$ cat config.mk
export PLATFORM = sky130hd
export DESIGN_NAME = proc_decode_stage
export DESIGN_NICKNAME = d
export VERILOG_FILES = /design/src/rtl/proc_decode_stage.sv
export SDC_FILE = /design/constraint.sdc
export NUM_CORES = 1
export LEC_CHECK = 0
export CORE_UTILIZATION = 38
export CTS_BUF_LIST = sky130_fd_sc_hd__clkbuf_2 sky130_fd_sc_hd__clkbuf_4 sky130_fd_sc_hd__clkbuf_8
export DETAILED_ROUTE_END_ITERATION = 10
export PLACE_DENSITY_LB_ADDON = 0.08
export SETUP_SLACK_MARGIN = 0.15
export SLEW_MARGIN = 15
export SYNTH_ARGS = -nofsm -noshare
export SYNTH_HDL_FRONTEND = slang
export SYNTH_SLANG_ARGS = --single-unit
$ cat constraint.sdc
create_clock -name clk -period 4.8 [get_ports clk]
set_clock_uncertainty 0.2 [all_clocks]
set_input_delay 0.48 -clock clk [delete_from_list [all_inputs] [get_ports clk]]
set_output_delay 0.48 -clock clk [all_outputs]
set_load 0.1 [all_outputs]
$ cat src/rtl/proc_decode_stage.sv
// RV32I OP/OP-IMM decode stage feeding execute through a registered 2-entry skid buffer.
// Optional transfer counters are enabled with `define PROC_DECODE_STATS_EN.
package proc_pkg;
  typedef enum logic [1:0] {ARITH = 2'd0, LOGIC = 2'd1, SHIFT = 2'd2} alu_mux_sel_t;
  typedef enum logic {REG1_DATA = 1'b0, PC_ADDR = 1'b1} x_op1_mux_sel_t;
  typedef enum logic {REG2_DATA = 1'b0, IMM_SIGNED = 1'b1} x_op2_mux_sel_t;
  typedef enum logic {REG_WRITE = 1'b0, MEM_READ = 1'b1} w_mux_sel_t;
endpackage

module proc_decode_stage
  import proc_pkg::*;
#(
  parameter int XLEN  = 32,
  parameter int RF_AW = 5
) (
  input  logic                 clk,
  input  logic                 rst,
  input  logic                 flush,
  input  logic                 in_valid,
  output logic                 in_ready,
  input  logic [31:0]          in_instr,
  output logic                 out_valid,
  input  logic                 out_ready,
  output alu_mux_sel_t         out_alu_sel,
  output x_op1_mux_sel_t       out_op1_sel,
  output x_op2_mux_sel_t       out_op2_sel,
  output w_mux_sel_t           out_w_sel,
  output logic [3:0]           out_alu_fn,
  output logic [RF_AW-1:0]     out_rs1,
  output logic [RF_AW-1:0]     out_rs2,
  output logic [RF_AW-1:0]     out_rd,
  output logic [XLEN-1:0]      out_imm,
  output logic                 out_we,
`ifdef PROC_DECODE_STATS_EN
  output logic [31:0]          stat_decoded,
  output logic [31:0]          stat_illegal,
`endif
  output logic                 out_illegal
);

  localparam logic [6:0] OPC_OP     = 7'b0110011;
  localparam logic [6:0] OPC_OP_IMM = 7'b0010011;

  typedef struct packed {
    alu_mux_sel_t         alu_sel;
    x_op1_mux_sel_t       op1_sel;
    x_op2_mux_sel_t       op2_sel;
    w_mux_sel_t           w_sel;
    logic [3:0]           alu_fn;
    logic [RF_AW-1:0]     rs1;
    logic [RF_AW-1:0]     rs2;
    logic [RF_AW-1:0]     rd;
    logic [XLEN-1:0]      imm;
    logic                 we;
    logic                 illegal;
  } bundle_t;

  typedef enum logic [1:0] {EMPTY = 2'd0, ONE = 2'd1, TWO = 2'd2} state_t;

  bundle_t      dec_d, m_q, s_q;
  state_t       st_q;
  logic         in_ready_q, out_valid_q;
  logic         in_xfer, out_xfer, legal;
  alu_mux_sel_t alu_raw;

  wire [6:0] opc = in_instr[6:0];
  wire [2:0] f3  = in_instr[14:12];
  wire [6:0] f7  = in_instr[31:25];

  always_comb begin
    unique case (f3)
      3'b001, 3'b101:         alu_raw = SHIFT;
      3'b100, 3'b110, 3'b111: alu_raw = LOGIC;
      default:                alu_raw = ARITH;
    endcase
  end

  // Illegal words still carry their raw fields; only we/alu_sel/illegal are overridden.
  always_comb begin
    dec_d         = '0;
    dec_d.op1_sel = REG1_DATA;
    dec_d.op2_sel = REG2_DATA;
    dec_d.w_sel   = REG_WRITE;
    dec_d.alu_fn  = {in_instr[30], f3};
    dec_d.rs1     = in_instr[19:15];
    dec_d.rs2     = in_instr[24:20];
    dec_d.rd      = in_instr[11:7];
    dec_d.imm     = {{(XLEN-12){in_instr[31]}}, in_instr[31:20]};
    legal         = 1'b0;
    case (opc)
      OPC_OP: legal = (f7 == 7'b0000000) ||
                      (f7 == 7'b0100000 && (f3 == 3'b000 || f3 == 3'b101));
      OPC_OP_IMM: begin
        dec_d.op2_sel = IMM_SIGNED;
        dec_d.alu_fn  = {(f3 == 3'b101) & in_instr[30], f3};
        if (f3 == 3'b001)      legal = (f7 == 7'b0000000);
        else if (f3 == 3'b101) legal = (f7 == 7'b0000000) || (f7 == 7'b0100000);
        else                   legal = 1'b1;
      end
      default: legal = 1'b0;
    endcase
    dec_d.illegal = !legal;
    dec_d.we      = legal && (in_instr[11:7] != 5'd0);
    dec_d.alu_sel = legal ? alu_raw : ARITH;
  end

  assign in_xfer  = in_valid & in_ready_q & ~flush;
  assign out_xfer = out_valid_q & out_ready;

  always_ff @(posedge clk or posedge rst) begin
    if (rst) begin
      st_q        <= EMPTY;
      m_q         <= '0;
      s_q         <= '0;
      in_ready_q  <= 1'b0;
      out_valid_q <= 1'b0;
    end else if (flush) begin
      st_q        <= EMPTY;
      in_ready_q  <= 1'b1;
      out_valid_q <= 1'b0;
    end else begin
      case (st_q)
        EMPTY: begin
          in_ready_q <= 1'b1;
          if (in_xfer) begin
            m_q         <= dec_d;
            st_q        <= ONE;
            out_valid_q <= 1'b1;
          end
        end
        ONE: begin
          if (out_xfer && in_xfer) begin
            m_q <= dec_d;
          end else if (out_xfer) begin
            st_q        <= EMPTY;
            out_valid_q <= 1'b0;
          end else if (in_xfer) begin
            // M stalled this cycle: park the newcomer in S and close the input.
            s_q        <= dec_d;
            st_q       <= TWO;
            in_ready_q <= 1'b0;
          end
        end
        TWO: begin
          if (out_xfer) begin
            m_q        <= s_q;
            st_q       <= ONE;
            in_ready_q <= 1'b1;
          end
        end
        default: begin
          st_q        <= EMPTY;
          in_ready_q  <= 1'b1;
          out_valid_q <= 1'b0;
        end
      endcase
    end
  end

  assign in_ready    = in_ready_q;
  assign out_valid   = out_valid_q;
  assign out_alu_sel = m_q.alu_sel;
  assign out_op1_sel = m_q.op1_sel;
  assign out_op2_sel = m_q.op2_sel;
  assign out_w_sel   = m_q.w_sel;
  assign out_alu_fn  = m_q.alu_fn;
  assign out_rs1     = m_q.rs1;
  assign out_rs2     = m_q.rs2;
  assign out_rd      = m_q.rd;
  assign out_imm     = m_q.imm;
  assign out_we      = m_q.we;
  assign out_illegal = m_q.illegal;

`ifdef PROC_DECODE_STATS_EN
  logic [31:0] stat_decoded_q, stat_illegal_q;

  always_ff @(posedge clk or posedge rst) begin
    if (rst) begin
      stat_decoded_q <= '0;
      stat_illegal_q <= '0;
    end else if (out_xfer) begin
      stat_decoded_q <= stat_decoded_q + 32'd1;
      if (m_q.illegal) stat_illegal_q <= stat_illegal_q + 32'd1;
    end
  end

  assign stat_decoded = stat_decoded_q;
  assign stat_illegal = stat_illegal_q;
`endif

endmodule

[Word-level counts from Yosys, hierarchy flattened]
Cells that the tools add are included.
Operators by class
  $add $sub $neg: 0
  multiply operators: 0
  div/mod/pow operators: 0
  $lt $le $gt $ge: 0
  eq/ne operators: 21
  shifts and indexed selects: 0
  multiplexer cells: 29
  bitwise gates (word level): 7
  reductions and logical operators: 19
Operator list (number)
  $mux W58: 3
  $pmux W58 S3: 1
  $ne A3 B3 Y1 const B: 6
  $eq A7 B6 Y1 const B: 2
  $mux W2: 7
  $eq A3 B3 Y1 const B: 4
  $mux W1: 12
  $reduce_and A4 Y1: 3
  $reduce_and A5 Y1: 2
  $ne A2 B2 Y1 const B: 4
  $eq A7 B5 Y1 const B: 1
  $logic_not A7 Y1: 1
  $pmux W2 S3: 1
  $reduce_bool A5 Y1: 1
  $and A1 B1 Y1: 4
  $mux W4: 1
  $ne A4 B4 Y1 const B: 1
  $pmux W1 S2: 2
  $pmux W2 S2: 1
  $eq A3 B1 Y1 const B: 1
  $logic_and A1 B1 Y1: 3
  $logic_not A3 Y1: 1
  $logic_or A1 B1 Y1: 3
  $not A1 Y1: 3
  other kinds (8): 8
Word-level totals
  bits in registers: 98
  bits in latches: 0
  RAM bits: 0
  ROM bits: 0
  input bits: 37
  output and inout port bits: 60
  logic and storage cells: 99
  memories: 0

[Longest topological paths before layout]
Gate-level depths: netlist of the first run.
  depth in word-level cells: 8
  gate-level depth with buffers: 6
  mapped depth without buffers: 4

[Least setup slack after synthesis of the first run]
No wires, ideal clock.
  path kind: register -> register
  start: register out_valid_q, in the netlist out_valid
  end: register m_q, in the netlist out_alu_fn[0]
  library setup time: 0.130 ns
  data arrival time: 2.124 ns
  required time: 4.470 ns
  setup slack: 2.346 ns
  stages on the path, launching flop included: 7
  path buffers: 2
  period minus slack after synthesis: 2.454 ns
  path through: dfrtp_1 a21boi_1 o32ai_1 and2_4 buf_2 buf_2 a31oi_1
On the way
  cells in the longest elaborated chain, start to end: 4
  elaborated cells between the ends (all ways): 5
  classes of those cells: eq/ne (2); bitwise (1); reduce/logical (2)
RTL lines
  start: declaration: RTL line 62  | logic in_ready_q, out_valid_q;
  start signal: assignment: RTL line 116  | out_valid_q <= 1'b0;
  start signal: assignment: RTL line 120  | out_valid_q <= 1'b0;
  start signal: assignment: RTL line 128  | out_valid_q <= 1'b1;
  $and A1 B1 Y1 *: RTL line 108  | assign out_xfer = out_valid_q & out_ready;
  $logic_and A1 B1 Y1: RTL line 132  | if (out_xfer && in_xfer) begin
  $ne A2 B2 Y1 (no line)
  $reduce_and A5 Y1 (no line) *
  end signal: assignment: RTL line 146  | m_q <= s_q;
  end: declaration: RTL line 60  | bundle_t dec_d, m_q, s_q;
Mark *: on every way between the ends. The rest lies on a longest branch, timed or not.
A chain may end at the register's enable or synchronous reset.

==> impl_metrics.env, run 1 <==
export IMPL_avgSynthCellArea_um2=8.77
export IMPL_drive_gt1_share_pct=7.09
export IMPL_coreArea_um2=8260
export IMPL_synth_edff_count=0
export IMPL_post_cts_buffers=0
export IMPL_timing_worst_setup_path_type="flop to output port"
export IMPL_synth_top_area_share_pct=50.8
export IMPL_grt_pass1_wl_um=13500
export IMPL_cp_arrival_ps=2240
export IMPL_cts_resized_gates=0
export IMPL_required_ps=4120
export IMPL_slew_viol_final=0
export IMPL_die_area_um2=8930
export IMPL_cts_tree="done"
export IMPL_synth_cells=371
export IMPL_start_util_pct=39.4
export IMPL_post_drt_wl_per_cell_um=15.0
export IMPL_chipWidth_um=94.5
export IMPL_p_per_area_nw_per_um2=630
export IMPL_yosys_top_cells_area="dfrtp_1 (51%), nand2_1 (16%), buf_4 (6.2%), a31oi_1 (5.6%), a21oi_1 (4.6%)"
export IMPL_hold_buffers=0
export IMPL_p_leak_nw=1.85
export IMPL_drt_initial_drc_count=132
export IMPL_cp_cell_sequence="clkdlybuf4s50_1"
export IMPL_clock_sinks=66
export IMPL_yosys_register_bits=66
export IMPL_critical_path_slowest_cell="clkdlybuf4s50_1"
export IMPL_p_total_mw=2.68
export IMPL_antenna_found_initial=0
export IMPL_hold_path_class="flop to flop"
export IMPL_critPathMaxStageDelay_ps=1240
export IMPL_clock_latency_ps=340
export IMPL_period_needed_ps=2920
export IMPL_root_buffer="clkbuf_8"
export IMPL_fill_cells=788
export IMPL_cp_end_kind="output port"
export IMPL_gp_congestion=0.742
export IMPL_synth_largest_area_cell="dfrtp_1"
export IMPL_diodes=0
export IMPL_cp_buffers_inverters=1
export IMPL_syn_cell_area_um2=3250
export IMPL_crit_family="buffers and inverters"
export IMPL_slew_headroom_pct=25.4
export IMPL_drc=0
export IMPL_max_clock_freq_ghz=0.342
export IMPL_status="complete, no violations"
export IMPL_irDropWorstVdd_mv=0.224
export IMPL_via_count=2763
export IMPL_io_buffers=94
export IMPL_ctsLongestPathBuffers=2
export IMPL_synth_flop_cell="dfrtp_1"
export IMPL_rrSetupSlack_ps=2260
export IMPL_synth_warnings=0
export IMPL_viasPerCell=5.10
export IMPL_yosysSeqAreaShare_pct=50.8
export IMPL_setup_viol=0
export IMPL_grt_overflow_total=0
export IMPL_ant_nets=0
export IMPL_grt_max_degree=39
export IMPL_die_y_um=94.5
export IMPL_fin_setup_tns_ps=0
export IMPL_rsz0062_at_grt="no"
export IMPL_io_pins=97
export IMPL_fin_nets=470
export IMPL_row_count=33
export IMPL_grt_pass1_vias=2760
export IMPL_period_share_pct=60.9
export IMPL_hpwlAfterDp_um=5060
export IMPL_tightest_slew_ps=1120
export IMPL_async_reset_ff_share_pct=100
export IMPL_start_kind="flop"
export IMPL_max_cap_viol_count=0
export IMPL_synth_cell_type_count=50
export IMPL_area_delta_synth_final_pct=30.5
export IMPL_h_tree_depth=3
export IMPL_track_usage_pct=19.9
export IMPL_path_max_fanout=22
export IMPL_final_hold_viol_count=0
export IMPL_clk_pin_slew_ps=70
export IMPL_cts_buffers=9
export IMPL_first_pass_iters=4
export IMPL_wl_um=8120
cell families after synthesis:
logic type / count (synthesis) / share of synthesized area, %
multiplexers: 4 / 1.50
buffers and inverters: 53 / 10.2
AND/OR/NAND/NOR: 166 / 21.7
XOR/XNOR: 1 / 0.269
flip-flops: 66 / 50.8
other: 1 / 0.115
AO/OA/AOI/OAI: 80 / 15.4
worst min-delay path, stage by stage, from the launching register on:
cell,delay [ps]
dfrtp_1,340
nand2_1,50
nand2_1,50
routing by layer:
metal	share of wire (%)	track usage [%]
met1	44	24.7
met2	49	34.4
met3	5.7	4.75
met4	0.80	5.68
met5	0	0
cells in the mapped netlist (all sizes together) (2+ instances only):
cell    instances
a21oi          30
a31oi          29
inv             3
a21boi          2
o41ai           2
mux2            4
o31ai           3
nor2            2
clkbuf         12
nand2         141
or4             2
o32ai           3
dfrtp          66
o21ai           6
and3            2
buf            38
nand3           3
and2            2
metrics by stage:
step	hold slack (ps)	utilization [%]	worst slack, ps	cell area [um^2]	instances
final	277	51.4	1880	4240	542
after CTS	280	51.4	1830	4240	542
after floorplan	246	-	2350	3260	372
after detailed placement	262	49.3	1740	4070	527
after global routing	298	51.4	1710	4240	542
after global placement	257	49.3	1790	4070	527
power by group:
group / switching (mW) / leakage [nW] / total (mW) / internal (mW)
clock: 0.203 / 0.0954 / 0.419 / 0.216
combinational: 1.13 / 0.969 / 1.45 / 0.319
sequential: 0.0998 / 0.789 / 0.809 / 0.709
total: 1.43 / 1.85 / 2.68 / 1.24
sequential cells by signal, summed over array words and instances, names as in the netlist:
signal       count
out_alu_sel      2
out_alu_fn       4
out_rs2          4
s_q             31
out_rs1          5
out_we           1
st_q             2
out_op2_sel      1
out_valid        1
in_ready         1
out_rd           5
out_illegal      1
out_imm          8
final timing paths:
kind | from | depth (start not counted) | endpoint
max | out_imm[30] | 1 | out_imm[18]
min | s_q[7] | 2 | s_q[7]
max reg2reg | st_q[1] | 6 | out_illegal
min reg2reg | s_q[7] | 2 | s_q[7]
max in group asynchronous | rst | 3 | s_q[57]
min in group asynchronous | rst | 2 | out_rs1[1]
layout by cell type, fill, tap and decap left out, types with 2 or more instances in the layout:
cell type        count
mux2_1               2
clkdlybuf4s50_1     94
nand2_1            140
o31ai_1              3
buf_4                6
nor2_1               2
and3_1               2
inv_1                2
o21ai_1              3
nand3_1              3
clkinv_2             3
dfrtp_1             66
o21ai_0              3
a31oi_1             29
conb_1               2
clkbuf_8            11
a21oi_1             30
final cells by class:
class                   instances  area, um^2  share of cell area, %
clock buffers                  12         159                   3.74
clock inverters                 3        15.0                  0.354
inverters                       3        11.3                  0.265
multi-input cells             253        1290                   30.4
flip-flops and latches         66        1650                   38.9
well taps                     105         131                   3.10
repair buffers                100         986                   23.2
(Power assumes the default switching activity.)
==> inputs of run 2 (changes only) <==
==> constraint.sdc (replaced) <==
create_clock -name clk -period 2.75 [get_ports clk]
set_clock_uncertainty 0.2 [all_clocks]
set_input_delay 0.275 -clock clk [delete_from_list [all_inputs] [get_ports clk]]
set_output_delay 0.275 -clock clk [all_outputs]
set_load 0.1 [all_outputs]
==> impl_metrics.env, run 2 (synthesis results as in run 1) <==
export IMPL_status="complete, no violations"
export IMPL_cp_cell_sequence="clkdlybuf4s50_1 -> or4_4 -> o32ai_2 -> a41oi_1 -> mux2_2"
export IMPL_rsz0062_at_grt="no"
export IMPL_hold_path_class="input port to asynchronous set/reset pin"
export IMPL_clock_sinks=66
export IMPL_max_cap_viol_count=0
export IMPL_fin_setup_tns_ps=0
export IMPL_row_count=33
export IMPL_die_area_um2=8930
export IMPL_path_max_fanout=3
export IMPL_grt_overflow_total=0
export IMPL_irDropWorstVdd_mv=0.610
export IMPL_chipWidth_um=94.5
export IMPL_largest_register_ffs=31
export IMPL_layout_common_cells="nand2_1 (140), buf_4 (69), dfrtp_1 (66), clkdlybuf4s50_1 (36), a21oi_1 (30)"
export IMPL_coreArea_um2=8260
export IMPL_via_count=2747
export IMPL_period_needed_ps=2090
export IMPL_viasPerCell=5.00
export IMPL_slew_viol_final=0
export IMPL_post_drt_wl_per_cell_um=14.5
export IMPL_clk_pin_slew_ps=70
export IMPL_drive_gt1_share_pct=21.6
export IMPL_area_delta_synth_final_pct=28.9
export IMPL_track_usage_pct=19.7
export IMPL_critical_path_slowest_cell="or4_4"
export IMPL_drt_initial_drc_count=136
export IMPL_cts_resized_gates=0
export IMPL_fin_nets=476
export IMPL_clock_latency_ps=340
export IMPL_io_buffers=94
export IMPL_setup_viol=0
export IMPL_r2r_end="out_we"
export IMPL_ant_nets=0
export IMPL_rrSetupSlack_ps=810
export IMPL_gp_congestion=0.759
export IMPL_start_util_pct=39.4
export IMPL_final_hold_viol_count=0
export IMPL_cts_buffers=9
export IMPL_timing_rr_start="st_q[1]"
export IMPL_h_tree_depth=3
export IMPL_slew_headroom_pct=59.6
export IMPL_wl_um=7940
export IMPL_final_common_cell="nand2_1"
export IMPL_required_ps=2770
export IMPL_cp_end_kind="flop"
export IMPL_root_buffer="clkbuf_8"
export IMPL_crit_path_end="out_illegal"
export IMPL_antenna_found_initial=0
export IMPL_io_pins=97
export IMPL_timing_worst_setup_path_type="input port to flop"
export IMPL_start_kind="input port"
export IMPL_diodes=0
export IMPL_r2r_cells=5
export IMPL_post_cts_buffers=0
export IMPL_die_y_um=94.5
export IMPL_grt_pass1_wl_um=13200
export IMPL_grt_max_degree=41
export IMPL_grt_pass1_vias=2702
export IMPL_first_pass_iters=4
export IMPL_p_per_area_nw_per_um2=1120
export IMPL_period_share_pct=76.1
export IMPL_ctsLongestPathBuffers=2
export IMPL_max_clock_freq_ghz=0.478
export IMPL_cts_tree="done"
export IMPL_crit_path_start="in_instr[28]"
export IMPL_top_register="s_q"
export IMPL_cp_arrival_ps=2110
export IMPL_p_total_mw=4.71
export IMPL_critPathMaxStageDelay_ps=580
export IMPL_hold_buffers=0
export IMPL_p_leak_nw=1.93
export IMPL_drc=0
export IMPL_tightest_slew_ps=606
export IMPL_hpwlAfterDp_um=5360
-- run 2: critical path: cells and delay by family --
family          cells  cell delay (ps)
mux                 1              300
compound gates      2              510
simple gates        1              580
buf+inv             1              440
-- run 2: worst min-delay path by stage --
stage,startpoint,depth (start not counted),end
2_1_floorplan,flush,1,out_valid
3_3_place_gp,s_q[47],2,s_q[47]
3_5_place_dp,s_q[48],2,s_q[48]
4_1_cts,rst,2,out_imm[4]
5_1_grt,rst,2,out_imm[4]
6_report,rst,2,out_imm[10]
-- run 2: power by group --
part | switching (mW) | internal [mW] | leakage (nW)
Clock | 0.366 | 0.477 | 0.102
Sequential | 0.171 | 1.24 | 0.789
Combinational | 1.97 | 0.487 | 1.04
-- run 2: layout make-up --
type / count / area [um^2]
clock inverters: 4 / 50.0
multi-input cells: 253 / 1290
clock buffers: 12 / 159
well taps: 105 / 131
flip-flops and latches: 66 / 1650
fillers: 798 / 4070
inverters: 3 / 11.3
repair buffers: 106 / 898
-- run 2: layer usage --
| metal | global-route usage, % | wire length (um) | vias to the layer above |
|---|---|---|---|
| li1 | - | - | 1369 |
| met3 | 5.96 | 464 | 8 |
| met5 | 0 | 0 | - |
| met1 | 23.3 | 3470 | 1293 |
| met4 | 5.05 | 84 | 0 |
| met2 | 34.8 | 3920 | 77 |
-- run 2: per-stage QoR --
step                      worst slack [ps]  hold WS [ps]  utilization (%)  instance area (um^2)  cells
after global placement                 373           256             48.2                  3980    533
after floorplan                        296           138                -                  3260    372
final                                  656           125             50.8                  4190    549
after CTS                              679           138             50.8                  4190    549
after global routing                   614           206             50.8                  4190    549
after detailed placement               323           262             48.2                  3980    533
==> inputs of run 3 (changes only) <==
==> constraint.sdc (replaced) <==
create_clock -name clk -period 1.9 [get_ports clk]
set_clock_uncertainty 0.2 [all_clocks]
set_input_delay 0.19 -clock clk [delete_from_list [all_inputs] [get_ports clk]]
set_output_delay 0.19 -clock clk [all_outputs]
set_load 0.1 [all_outputs]
==> impl_metrics.env, run 3 (synthesis results as in run 1) <==
export IMPL_clk_pin_slew_ps=70
export IMPL_row_count=33
export IMPL_clock_latency_ps=340
export IMPL_p_leak_nw=2.38
export IMPL_coreArea_um2=8260
export IMPL_grt_pass1_vias=2869
export IMPL_io_buffers=94
export IMPL_cts_buffers=9
export IMPL_track_usage_pct=20.3
export IMPL_setup_viol=0
export IMPL_start_kind="flop"
export IMPL_layout_common_cells="nand2_1 (139), dfrtp_1 (62), buf_12 (58), clkdlybuf4s50_1 (32), buf_4 (32)"
export IMPL_fin_ws_ps=150
export IMPL_cts_tree="done"
export IMPL_clock_sinks=66
export IMPL_grt_pass1_wl_um=13900
export IMPL_slew_viol_final=0
export IMPL_largest_register_ffs=31
export IMPL_drt_initial_drc_count=132
export IMPL_dp_slack_ps=-393
export IMPL_critical_path_slowest_cell="dfrtp_1"
export IMPL_ctsLongestPathBuffers=2
export IMPL_final_hold_viol_count=0
export IMPL_max_clock_freq_ghz=0.571
export IMPL_top_register="s_q"
export IMPL_timing_worst_setup_path_type="flop to flop"
export IMPL_fill_cells=702
export IMPL_final_common_cell="nand2_1"
export IMPL_cp_arrival_ps=1770
export IMPL_final_core_util_pct=63.4
export IMPL_chipWidth_um=94.5
export IMPL_r2r_cells=4
export IMPL_h_tree_depth=3
export IMPL_hold_buffers=0
export IMPL_irDropWorstVdd_mv=0.818
export IMPL_r2r_end="out_illegal"
export IMPL_grt_overflow_total=0
export IMPL_path_max_fanout=6
export IMPL_max_cap_viol_count=0
export IMPL_cp_buffers_inverters=0
export IMPL_wl_um=8410
export IMPL_period_needed_ps=1750
export IMPL_antenna_found_initial=0
export IMPL_root_buffer="clkbuf_8"
export IMPL_p_per_area_nw_per_um2=1520
export IMPL_start_util_pct=39.4
export IMPL_fin_setup_tns_ps=0
export IMPL_io_pins=97
export IMPL_post_drt_wl_per_cell_um=14.7
export IMPL_hold_path_class="input port to flop"
export IMPL_viasPerCell=5.09
export IMPL_crit_family="compound AO/OA/AOI/OAI gates"
export IMPL_timing_rr_start="st_q[0]"
export IMPL_cp_cell_sequence="a21boi_4 -> o32ai_4 -> and2_4 -> mux2_4"
export IMPL_die_area_um2=8930
export IMPL_grt_max_degree=67
export IMPL_drive_gt1_share_pct=28.6
export IMPL_cp_end_kind="flop"
export IMPL_fin_nets=502
export IMPL_via_count=2920
export IMPL_place_inst=555
export IMPL_fin_cells=574
export IMPL_drc=0
export IMPL_ant_nets=0
export IMPL_min_path_cells=3
export IMPL_rsz0062_at_grt="yes"
export IMPL_gp_congestion=0.798
export IMPL_critPathMaxStageDelay_ps=420
export IMPL_required_ps=1920
export IMPL_status="complete, no violations"
export IMPL_rrSetupSlack_ps=150
export IMPL_die_y_um=94.5
export IMPL_area_delta_synth_final_pct=61.0
export IMPL_hold_start="in_instr[26]"
export IMPL_first_pass_iters=4
export IMPL_period_share_pct=92.1
export IMPL_diodes=0
export IMPL_hpwlAfterDp_um=5770
export IMPL_min_to="s_q[8]"
## run 3: cell types whose count changed in the layout (fill, tap and decap cells not counted), moves of 2 or more
| cell | delta |
|---|---|
| buf_12 | +57 |
| buf_4 | -37 |
| buf_6 | +4 |
| buf_8 | +2 |
| clkdlybuf4s50_1 | -4 |
| dfrtp_1 | -4 |
| dfrtp_2 | +2 |
| dfrtp_4 | +2 |
| dlygate4sd2_1 | +3 |
| mux2_1 | -2 |
| mux2_4 | +3 |
## run 3: timing repair
action	in CTS	in global routing
resized for setup	11	10
endpoints found under the setup margin	29	55
buffers inserted	0	4
pin swaps	4	5
## run 3: worst register-to-register path: stages, from the launching register on
cell and delay (ps):
dfrtp_1 420, a21boi_4 180, o32ai_4 250, and2_4 270, mux2_4 310
## run 3: report_power, final
group          internal, mW  switching (mW)  leakage (nW)
registers              1.79           0.321         0.785
logic                  1.52            2.99          1.48
clock network         0.834           0.512         0.117
## run 3: cell type report
| type | instances | area [um^2] | share of cell area (%) |
|---|---|---|---|
| clock buffers | 13 | 166 | 3.18 |
| clock inverters | 2 | 60.1 | 1.15 |
| inverters | 3 | 15.0 | 0.287 |
| multi-input cells | 253 | 1370 | 26.1 |
| flip-flops and latches | 66 | 1660 | 31.7 |
| well taps | 105 | 131 | 2.51 |
| repair buffers | 132 | 1830 | 35.0 |
## run 3: routing by layer
| layer | track usage, % | share of wire, % | wire (um) |
|---|---|---|---|
| met1 | 26.2 | 46 | 3860 |
| met2 | 32.8 | 47 | 3920 |
| met3 | 5.31 | 6.3 | 530 |
| met4 | 7.07 | 1.2 | 104 |
| met5 | 0 | 0 | 0 |
## run 3: worst max path at each step
stage            startpoint        endpoint  slack (ps)  depth (start not counted)
2_1_floorplan      in_ready     out_imm[30]          80                          6
3_3_place_gp   in_instr[27]          s_q[0]        -370                          5
3_5_place_dp   in_instr[27]          s_q[0]        -390                          5
4_1_cts             st_q[1]      out_imm[8]         170                          5
5_1_grt             st_q[0]  out_alu_sel[0]         120                          4
6_report            st_q[0]     out_illegal         150                          4
## run 3: metrics by stage
step / power [mW] / cell area (um^2) / hold WS (ps)
6_report: 7.97 / 5240 / 37.7
5_1_grt: 8.28 / 5240 / 72.9
3_3_place_gp: 6.61 / 4900 / 257
4_1_cts: 8.00 / 5160 / 25.4
3_5_place_dp: 6.64 / 4900 / 262
2_1_floorplan: 5.11 / 3350 / 49.5
